**config.mk**
```make
export PLATFORM = sky130hd
export DESIGN_NAME = fetch_unit
export DESIGN_NICKNAME = d
export VERILOG_FILES = /design/src/rtl/cpu_isa_pkg.sv /design/src/rtl/fetch_pc_counter.sv /design/src/rtl/fetch_unit.sv
export SDC_FILE = /design/constraint.sdc
export NUM_CORES = 1
export LEC_CHECK = 0
export CAP_MARGIN = 20
export CELL_PAD_IN_SITES_DETAIL_PLACEMENT = 0
export CELL_PAD_IN_SITES_GLOBAL_PLACEMENT = 2
export CORE_ASPECT_RATIO = 0.8
export CORE_MARGIN = 2
export CORE_UTILIZATION = 28
export DETAILED_ROUTE_END_ITERATION = 10
export PLACE_DENSITY = 0.86
export RECOVER_POWER = 50
export SLEW_MARGIN = 0
export SYNTH_ARGS = -nofsm -noshare
export SYNTH_HDL_FRONTEND = slang
export SYNTH_SLANG_ARGS = --single-unit
```
**constraint.sdc**
```tcl
create_clock -name clk -period 2.1 [get_ports clk]
set_clock_uncertainty 0.15 [all_clocks]
set_input_delay 0.525 -clock clk [delete_from_list [all_inputs] [get_ports clk]]
set_output_delay 0.525 -clock clk [all_outputs]
set_load 0.02 [all_outputs]
```
**src/rtl/cpu_isa_pkg.sv**
```systemverilog
// rtl/cpu_isa_pkg.sv - ISA constants, fetch FSM encodings and width defaults shared by fetch and decode
package cpu_isa_pkg;

  localparam int PC_W_DEF    = 8;
  localparam int INSTR_W_DEF = 9;

  localparam logic [4:0] OPC_HALT  = 5'b11010;
  localparam logic [4:0] OPC_NOP   = 5'b11011;
  localparam logic [8:0] NOP_INSTR = 9'b11011_0000;

  typedef logic [1:0] fetch_state_t;
  localparam fetch_state_t ST_IDLE   = 2'd0;
  localparam fetch_state_t ST_PRIME  = 2'd1;
  localparam fetch_state_t ST_RUN    = 2'd2;
  localparam fetch_state_t ST_HALTED = 2'd3;

  function automatic logic is_halt(input logic [4:0] opcode);
    return opcode == OPC_HALT;
  endfunction

endpackage

```
**src/rtl/fetch_pc_counter.sv**
```systemverilog
// rtl/fetch_pc_counter.sv - program counter with load, increment and hold; wraps modulo 2^PC_W
module fetch_pc_counter
  import cpu_isa_pkg::*;
#(
  parameter int PC_W = PC_W_DEF
) (
  input  logic            clk,
  input  logic            rst_n,
  input  logic            load_i,
  input  logic [PC_W-1:0] load_val_i,
  input  logic            inc_i,
  output logic [PC_W-1:0] pc_o
);

  logic [PC_W-1:0] pc_q;
  logic [PC_W-1:0] pc_d;

  always_comb begin
    pc_d = pc_q;
    if (load_i) begin
      pc_d = load_val_i;
    end else if (inc_i) begin
      pc_d = pc_q + PC_W'(1);
    end
  end

  always_ff @(posedge clk or negedge rst_n) begin
    if (!rst_n) begin
      pc_q <= '0;
    end else begin
      pc_q <= pc_d;
    end
  end

  assign pc_o = pc_q;

endmodule

```
**src/rtl/fetch_unit.sv**
```systemverilog
// rtl/fetch_unit.sv - instruction fetch FSM and output register; FETCH_CYCLE_COUNT_EN adds a RUN-cycle counter
module fetch_unit
  import cpu_isa_pkg::*;
#(
  parameter int PC_W    = PC_W_DEF,
  parameter int INSTR_W = INSTR_W_DEF
) (
  input  logic               clk,
  input  logic               rst_n,
  input  logic               go,
  input  logic               stall,
  input  logic               branch_taken,
  input  logic [PC_W-1:0]    branch_target,
  output logic [PC_W-1:0]    imem_addr,
  input  logic [INSTR_W-1:0] imem_data,
  output logic [INSTR_W-1:0] instruction_out,
  output logic               instr_valid,
  output logic [PC_W-1:0]    pc_out,
  output logic               done
`ifdef FETCH_CYCLE_COUNT_EN
  ,
  output logic [15:0]        cycle_count
`endif
);

  localparam logic [INSTR_W-1:0] NOP_W = INSTR_W'(NOP_INSTR);

  fetch_state_t       state_q, state_d;
  logic [INSTR_W-1:0] instr_q, instr_d;
  logic               valid_q, valid_d;
  logic [PC_W-1:0]    pc_out_q, pc_out_d;
  logic               done_q, done_d;
  logic               flush_q, flush_d;
  logic               hold_valid_q, hold_valid_d;
  logic [INSTR_W-1:0] hold_data_q, hold_data_d;

  logic               pc_load;
  logic [PC_W-1:0]    pc_load_val;
  logic               pc_inc;
  logic [PC_W-1:0]    pc;
  logic [INSTR_W-1:0] fetch_word;

  fetch_pc_counter #(.PC_W(PC_W)) u_pc (
    .clk       (clk),
    .rst_n     (rst_n),
    .load_i    (pc_load),
    .load_val_i(pc_load_val),
    .inc_i     (pc_inc),
    .pc_o      (pc)
  );

  // A stall lets the memory advance to the next address, so the in-flight word is parked here.
  assign fetch_word = hold_valid_q ? hold_data_q : imem_data;

  always_comb begin
    state_d      = state_q;
    instr_d      = instr_q;
    valid_d      = valid_q;
    pc_out_d     = pc_out_q;
    done_d       = done_q;
    flush_d      = flush_q;
    hold_valid_d = hold_valid_q;
    hold_data_d  = hold_data_q;
    pc_load      = 1'b0;
    pc_load_val  = '0;
    pc_inc       = 1'b0;
    case (state_q)
      ST_IDLE, ST_HALTED: begin
        instr_d = NOP_W;
        valid_d = 1'b0;
        done_d  = (state_q == ST_HALTED);
        if (go) begin
          done_d  = 1'b0;
          pc_load = 1'b1;
          state_d = ST_PRIME;
        end
      end
      ST_PRIME: begin
        instr_d      = NOP_W;
        valid_d      = 1'b0;
        flush_d      = 1'b0;
        hold_valid_d = 1'b0;
        pc_inc       = 1'b1;
        state_d      = ST_RUN;
      end
      ST_RUN: begin
        if (branch_taken) begin
          pc_load      = 1'b1;
          pc_load_val  = branch_target;
          instr_d      = NOP_W;
          valid_d      = 1'b0;
          flush_d      = 1'b1;
          hold_valid_d = 1'b0;
        end else if (stall) begin
          if (!flush_q && !hold_valid_q) begin
            hold_data_d  = imem_data;
            hold_valid_d = 1'b1;
          end
        end else if (flush_q) begin
          // Word returned for the pre-branch address is dropped while the target is fetched.
          instr_d = NOP_W;
          valid_d = 1'b0;
          flush_d = 1'b0;
          pc_inc  = 1'b1;
        end else begin
          instr_d      = fetch_word;
          valid_d      = 1'b1;
          pc_out_d     = pc - PC_W'(1);
          hold_valid_d = 1'b0;
          if (is_halt(fetch_word[INSTR_W-1 -: 5])) begin
            state_d = ST_HALTED;
          end else begin
            pc_inc = 1'b1;
          end
        end
      end
      default: state_d = ST_IDLE;
    endcase
  end

  always_ff @(posedge clk or negedge rst_n) begin
    if (!rst_n) begin
      state_q      <= ST_IDLE;
      instr_q      <= NOP_W;
      valid_q      <= 1'b0;
      pc_out_q     <= '0;
      done_q       <= 1'b0;
      flush_q      <= 1'b0;
      hold_valid_q <= 1'b0;
      hold_data_q  <= NOP_W;
    end else begin
      state_q      <= state_d;
      instr_q      <= instr_d;
      valid_q      <= valid_d;
      pc_out_q     <= pc_out_d;
      done_q       <= done_d;
      flush_q      <= flush_d;
      hold_valid_q <= hold_valid_d;
      hold_data_q  <= hold_data_d;
    end
  end

`ifdef FETCH_CYCLE_COUNT_EN
  logic [15:0] cycle_count_q;

  always_ff @(posedge clk or negedge rst_n) begin
    if (!rst_n) begin
      cycle_count_q <= '0;
    end else if (go && (state_q == ST_IDLE || state_q == ST_HALTED)) begin
      cycle_count_q <= '0;
    end else if (state_q == ST_RUN && cycle_count_q != 16'hFFFF) begin
      cycle_count_q <= cycle_count_q + 16'd1;
    end
  end

  assign cycle_count = cycle_count_q;
`endif

  assign imem_addr       = pc;
  assign instruction_out = instr_q;
  assign instr_valid     = valid_q;
  assign pc_out          = pc_out_q;
  assign done            = done_q;

endmodule
```
## Word-level counts from Yosys, hierarchy flattened

Cells that the tools add are included.

- Bits in registers: 40
- Bits in latches: 0
- Bits in writable memories: 0
- Memory bits (read-only): 0
- Input port bits: 22
- Output and inout port bits: 27
- Logic and storage cells: 75
- Memories: 0

- Add/sub/neg operators: 2
- Multiply operators: 0
- Divide/modulo/power cells: 0
- Magnitude comparators: 0
- Eq/ne operators: 12
- Shifts and indexed selects: 0
- Mux-type cells: 36
- Bitwise logic cells: 3
- Reduce and logical (&&, ||, !) cells: 13

Operators with widths:

| kind | count |
|---|---|
| $mux W9 | 4 |
| $mux W8 | 4 |
| $pmux W9 S2 | 1 |
| $mux W1 | 16 |
| $mux W2 | 5 |
| $ne A2 B2 Y1 const B | 5 |
| $pmux W1 S2 | 5 |
| $add A8 B1 Y8 const B | 1 |
| $ne A4 B4 Y1 const B | 2 |
| $reduce_and A4 Y1 | 2 |
| $sub A8 B1 Y8 const B | 1 |
| $pmux W2 S3 | 1 |
| $eq A5 B5 Y1 const B | 1 |
| $reduce_and A5 Y1 | 1 |
| $eq A2 B2 Y1 const B | 2 |
| $reduce_bool A2 Y1 | 2 |
| $ne A3 B3 Y1 const B | 1 |
| $not A1 Y1 | 3 |
| $reduce_and A3 Y1 | 1 |
| $reduce_or A3 Y1 | 1 |
| $eq A2 B1 Y1 const B | 1 |
| $logic_not A1 Y1 | 2 |
| $logic_not A2 Y1 | 1 |
| $reduce_and A2 Y1 | 1 |
| other kinds (2) | 2 |

## Longest topological paths before layout

- Word-level depth: 9
- Mapped depth: 8
- Gate-level depth less buffers: 7

## Modules after synthesis

From an unflattened synthesis, not the netlist that was laid out.

- Cells, all modules: 211
- Area, all modules: 2125.8 um2

Modules (own cells, without submodules):

| module | instances | cells an instance | area each (um2) | sequential area each (um2) |
|---|---|---|---|---|
| fetch_unit | 1 | 162 | 1675.4 | 810.8 |
| fetch_pc_counter | 1 | 49 | 450.4 | 200.2 |

## Worst setup path after synthesis

Ideal clock, no wire load.

- Path type: reg2reg
- From: reg state_q[0]
- To: reg u_pc.pc_q[6], in the netlist u_pc.pc_o[6]
- Setup time: 0.120 ns
- Data arrival time: 1.932 ns
- Data required time: 1.830 ns
- Slack: -0.103 ns
- Stages on the path, launching flop included: 9
- Path buffers: 1
- Period minus slack after synthesis: 2.203 ns
- Cells stage by stage: dfrtp_1 > inv_1 > ha_1 > clkbuf_1 > nor4b_2 > a21oi_1 > nor3b_1 > nand2_1 > o211a_1

- Word-level cells in the longest chain between the ends: 4
- Elaborated cells between the ends (all ways): 10
- Those cells by class: eq/ne (3); mux (4); reduce/logical (3)

Ends and longest elaborated chain:

| item | line | text |
|---|---|---|
| start, declared | fetch_unit.sv:28 | `fetch_state_t state_q, state_d;` |
| start signal, assigned | fetch_unit.sv:132 | `state_q <= state_d;` |
| $eq A2 B2 Y1 or $logic_not A2 Y1 (tied branches) | fetch_unit.sv:67 | `case (state_q)` |
| $reduce_or A2 Y1 | fetch_unit.sv:67 |  |
| $pmux W1 S2 | fetch_unit.sv:67 |  |
| $mux W8 or $reduce_bool A2 Y1 (tied branches) | - |  |
| end signal, assigned | fetch_pc_counter.sv:31 | `pc_q <= pc_d;` |
| end, declared | fetch_pc_counter.sv:15 | `logic [PC_W-1:0] pc_q;` |

Several ways; a longest one is shown, not always the timed one.
A chain may end at the register's enable or synchronous reset.

## Final worst setup path

- From: reg hold_data_q[8]
- To: reg u_pc.pc_q[2], in the netlist u_pc.pc_o[2]

- Word-level cells in the longest chain between the ends: 8

Ends and longest elaborated chain:

| item | line | text |
|---|---|---|
| start, declared | fetch_unit.sv:35 | `logic [INSTR_W-1:0] hold_data_q, hold_data_d;` |
| start signal, assigned | fetch_unit.sv:139 | `hold_data_q <= hold_data_d;` |
| $mux W9 | fetch_unit.sv:53 | `assign fetch_word = hold_valid_q ? hold_data_q : imem_data;` |
| $eq A5 B5 Y1 | cpu_isa_pkg.sv:18 | `return opcode == OPC_HALT;` |
| $mux W1 | fetch_unit.sv:110 | `if (is_halt(fetch_word[INSTR_W-1 -: 5])) begin` |
| $mux W1 | fetch_unit.sv:99 | `end else if (flush_q) begin` |
| $mux W1 | fetch_unit.sv:94 | `end else if (stall) begin` |
| $mux W1 | fetch_unit.sv:87 | `if (branch_taken) begin` |
| $pmux W1 S2 | fetch_unit.sv:67 |  |
| $reduce_bool A2 Y1 (no line) | - |  |

No other way between the ends.

==> summary.txt <==
Pwr
  – Clock share of power: 0.173
  – Int Pwr: 2.40 mW
  – Net Switching: 1.52 mW
  – Power Density: 1220 nW/um^2
  – Peak VDD IR: 0.365 mV
  – Switching Share: 0.389
  – Overall Power: about 3.9 mW
  – Sequential power share: 0.329
  – Logic gate share of total power: 0.498
  – Lkg Pwr: 1.38 nW

Detailed routing
  – Avg Vias per Cell: around 4.7
  – DR pass1 iterations: 4
  – Routed Wire Length: 5750 um
  – Routed WL per cell: 14.0 um
  – DRC: 0
  – Post-route ant nets: 0
  – Drt initial violations: 89
  – Via Count: 1909

Timing
  – RSZ-0062 raised after global routing: yes
  – Fin. Hold Viols: 0
  – Slew headroom: 0.358
  – Endpoints failing setup: 0
  – Max Freq: between 0.4 and 0.5 GHz
  – Fin. max-slew vios: 0
  – Fin crit period: slightly above 2 ns
  – Period utilization: 0.989
  – Setup WS post-layout: between 0.02 and 0.025 ns
  – Least-Margin Pin Slew: just under 1 ns

Worst setup path
  – Crit Path Class: reg2reg
  – CP Launch Type: flop
  – RR Endpoint: u_pc.pc_o[2]$_DFFE_PN0P_
  – Critical path's slowest cell: dfstp_2
  – Crit-path max cell delay: between 0.5 and 0.6 ns
  – Critical Path AT: 2.11 ns
  – Internal reg-to-reg setup slack: 0.02 ns
  – Worst reg2reg startpoint: hold_data_q[8]$_DFFE_PN1P_
  – Worst Reg2Reg Path Length in Cells: 5
  – CP Data Required Time: 2.13 ns
  – Critical path endpoint category: flop
  – CP max FO: 7
  – Cells along the critical path: nand2_1 -> or3_4 -> a211o_4 -> a211o_1 -> o311a_1

Synth
  – Fraction of registers with async set/reset: 1.00
  – Synthesized area per cell: 9.90 sq um
  – Main combinational cell family by area after synthesis: compound AO/OA/AOI/OAI gates
  – Xor/xnor share of the synthesized area: 0.0241
  – Synth Area in Simple Gates: 0.171
  – Synth area leaders: dfrtp_1 37%, dfstp_2 9.6%, nand2_1 6.2%, mux2_2 5.2%, a21oi_1 3.9%
  – Syn nets: ~250
  – Leading area contributor after synthesis: dfrtp_1
  – Post-Syn Area: about 2200 sq um
  – Top cells by count, synth: 36 x nand2_1, 32 x dfrtp_1, 17 x a21oi_1
  – Post-synthesis compound-gate area fraction: 0.188
  – Post-synthesis cell count: 220
  – Number of synthesized flops with an enable pin: 0
  – Main flop type after synthesis: dfrtp_1
  – Syn. warnings: 0
  – Synth top area share: 0.368
  – Yosys reg bits: 40
  – Seq/Total Area, Yosys: 0.464
  – Most common cell in the netlist: nand2_1
  – Unique masters post-synth: 44
  – Multiplexer area fraction after synthesis: 0.0885
  – Adder-cell share of the synthesized area: 0.0345

Clock network
  – Clock Tree Buf Depth: 2
  – Clock root cell: clkbuf_8
  – Inserted Clock Buffers: 5
  – CTS H-tree depth: 2
  – TritonCTS clock tree: yes
  – Hold Buf Count CTS: 0
  – Skew-Pair Late Insertion Delay: roughly 0.30 ns
  – CTS Sinks: 40
  – Clock transition at path regs: approximately 0.080 ns

Global routing
  – Met2 usage: 0.188
  – Grt total ovfl: 0
  – First-pass GRT wire length: 9270 um
  – Grt met1 use: 0.216
  – Initial antenna violation count: 0
  – GRT Total Usage: 0.139
  – Met3 GRT Util: 0.0337
  – Vias in the first global route: 1810
  – GR peak layer: met1
  – Largest net degree at the start of global routing: 25

Floorplan
  – Core ar.: approximately 7500 sq um
  – DIE WIDTH: 103 um
  – Io pins: 49
  – Die Height: 82.9 um
  – Die area: 8510 sq um
  – Initial Utilization: 0.292
  – Num rows: 28

Placement
  – Final HPWL from detailed placement: 4300 um
  – IO buf count: between 40 and 50
  – DP Worst Slack: -0.563 ns
  – Final GP Congestion: 0.841

Finish
  – # diodes: 0
  – Final Util: 0.430
  – P&R area growth vs syn: 47.2%
  – # nets final: roughly 330
  – Share of cells above drive strength 1: 0.275

Run
  – Max Cap Viol: 0

Run status
  – Status: finished clean

Min path
  – HP Class: in2async
==> critical path, delay by kind of cell (launching register included) <==
family,cells,cell delay [ns]
flip-flops,1,0.54
AND/OR/NAND/NOR,2,0.45
AO/OA/AOI/OAI,3,0.82
==> worst max-delay path by stage <==
stage                                     startpoint                        to  slack (ns)
after floorplan               state_q[0]$_DFFE_PN0P_  u_pc.pc_o[6]$_DFFE_PN0P_        0.01
after global placement                  imem_data[7]  u_pc.pc_o[4]$_DFFE_PN0P_       -0.53
after detailed placement                imem_data[7]  u_pc.pc_o[4]$_DFFE_PN0P_       -0.56
after CTS                               imem_data[6]    state_q[1]$_DFFE_PN0P_       0.009
after global routing        hold_valid_q$_DFFE_PN0P_  u_pc.pc_o[0]$_DFFE_PN0P_       -0.07
final                     hold_data_q[8]$_DFFE_PN1P_  u_pc.pc_o[2]$_DFFE_PN0P_        0.02
==> placed cells by master, fill, tap and decap left out, types with 3 or more instances in the layout <==
master	synthesis	routed
a211oi_2	1	3
a21oi_1	17	15
a221oi_2	0	3
a22o_1	3	3
a22oi_1	4	4
buf_4	0	35
clkbuf_1	8	5
clkbuf_8	0	6
clkdlybuf4s50_1	0	31
dfrtp_1	32	32
dfstp_2	8	8
dlygate4sd2_1	0	12
ha_1	6	6
inv_1	7	7
mux2_2	10	9
mux2i_1	8	8
nand2_1	36	35
nand3_1	3	3
nor2_1	10	10
nor3_1	4	4
o21ai_0	15	14
or3_4	1	3
xnor2_1	4	4
==> kinds of logic after synthesis <==
kind of cell               after synthesis
muxes                                   18
buffers and inverters                   17
adders and majority gates                6
AOI/OAI and AO/OA                       60
DFF                                     40
xor gates and xnor gates                 6
and+or+nand+nor                         73
==> metal layers <==
layer / part of all wire / up-vias
met4: 0.0080 / 0
met3: 0.040 / 5
li1: - / 955
met2: 0.43 / 36
met5: 0 / -
met1: 0.53 / 913
==> cell type report <==
class                   count  area, sq um
fillers                   744         4260
multi-input cells         163         1190
flip-flops and latches     40         1010
repair buffers             87          729
well taps                 105          131
clock buffers               6         82.6
clock inverters             2         38.8
inverters                   7         26.3
==> metrics by stage <==
| stage | cell area [sq um] | TNS (ns) | instances | hold WS, ns |
|---|---|---|---|---|
| after detailed placement | 3030 | -9.84 | 398 | 0.315 |
| after global placement | 3030 | -9.17 | 398 | 0.312 |
| after global routing | 3210 | -0.384 | 410 | 0.279 |
| after floorplan | 2190 | 0 | 220 | 0.0794 |
| after CTS | 3180 | 0 | 407 | 0.0260 |
| final | 3210 | 0 | 410 | 0.203 |
==> sequential cells by signal, indices dropped and copies added (netlist names) <==
register and cells:
hold_data_q 9, instruction_out 9, pc_out 8, u_pc.pc_o 8, state_q 2, done 1, flush_q 1, hold_valid_q 1
instr_valid 1
==> timing repair <==
action / CTS / global route
pin swaps: 7 / 2
setup endpoints to repair: 22 / 12
endpoints found under the hold margin: 0 / 0
setup buffers: 1 / 3
resized for setup: 19 / 15
==> power by group through the flow <==
stage | Combinational (mW) | Clock [mW] | Sequential (mW)
after floorplan | 0.979 | 0 | 1.41
after global placement | 1.91 | 0 | 1.30
after detailed placement | 1.93 | 0 | 1.30
after CTS | 1.94 | 0.696 | 1.29
after global routing | 2.14 | 0.737 | 1.34
final | 1.95 | 0.678 | 1.29
No activity file was read; power rests on OpenSTA's default activity.
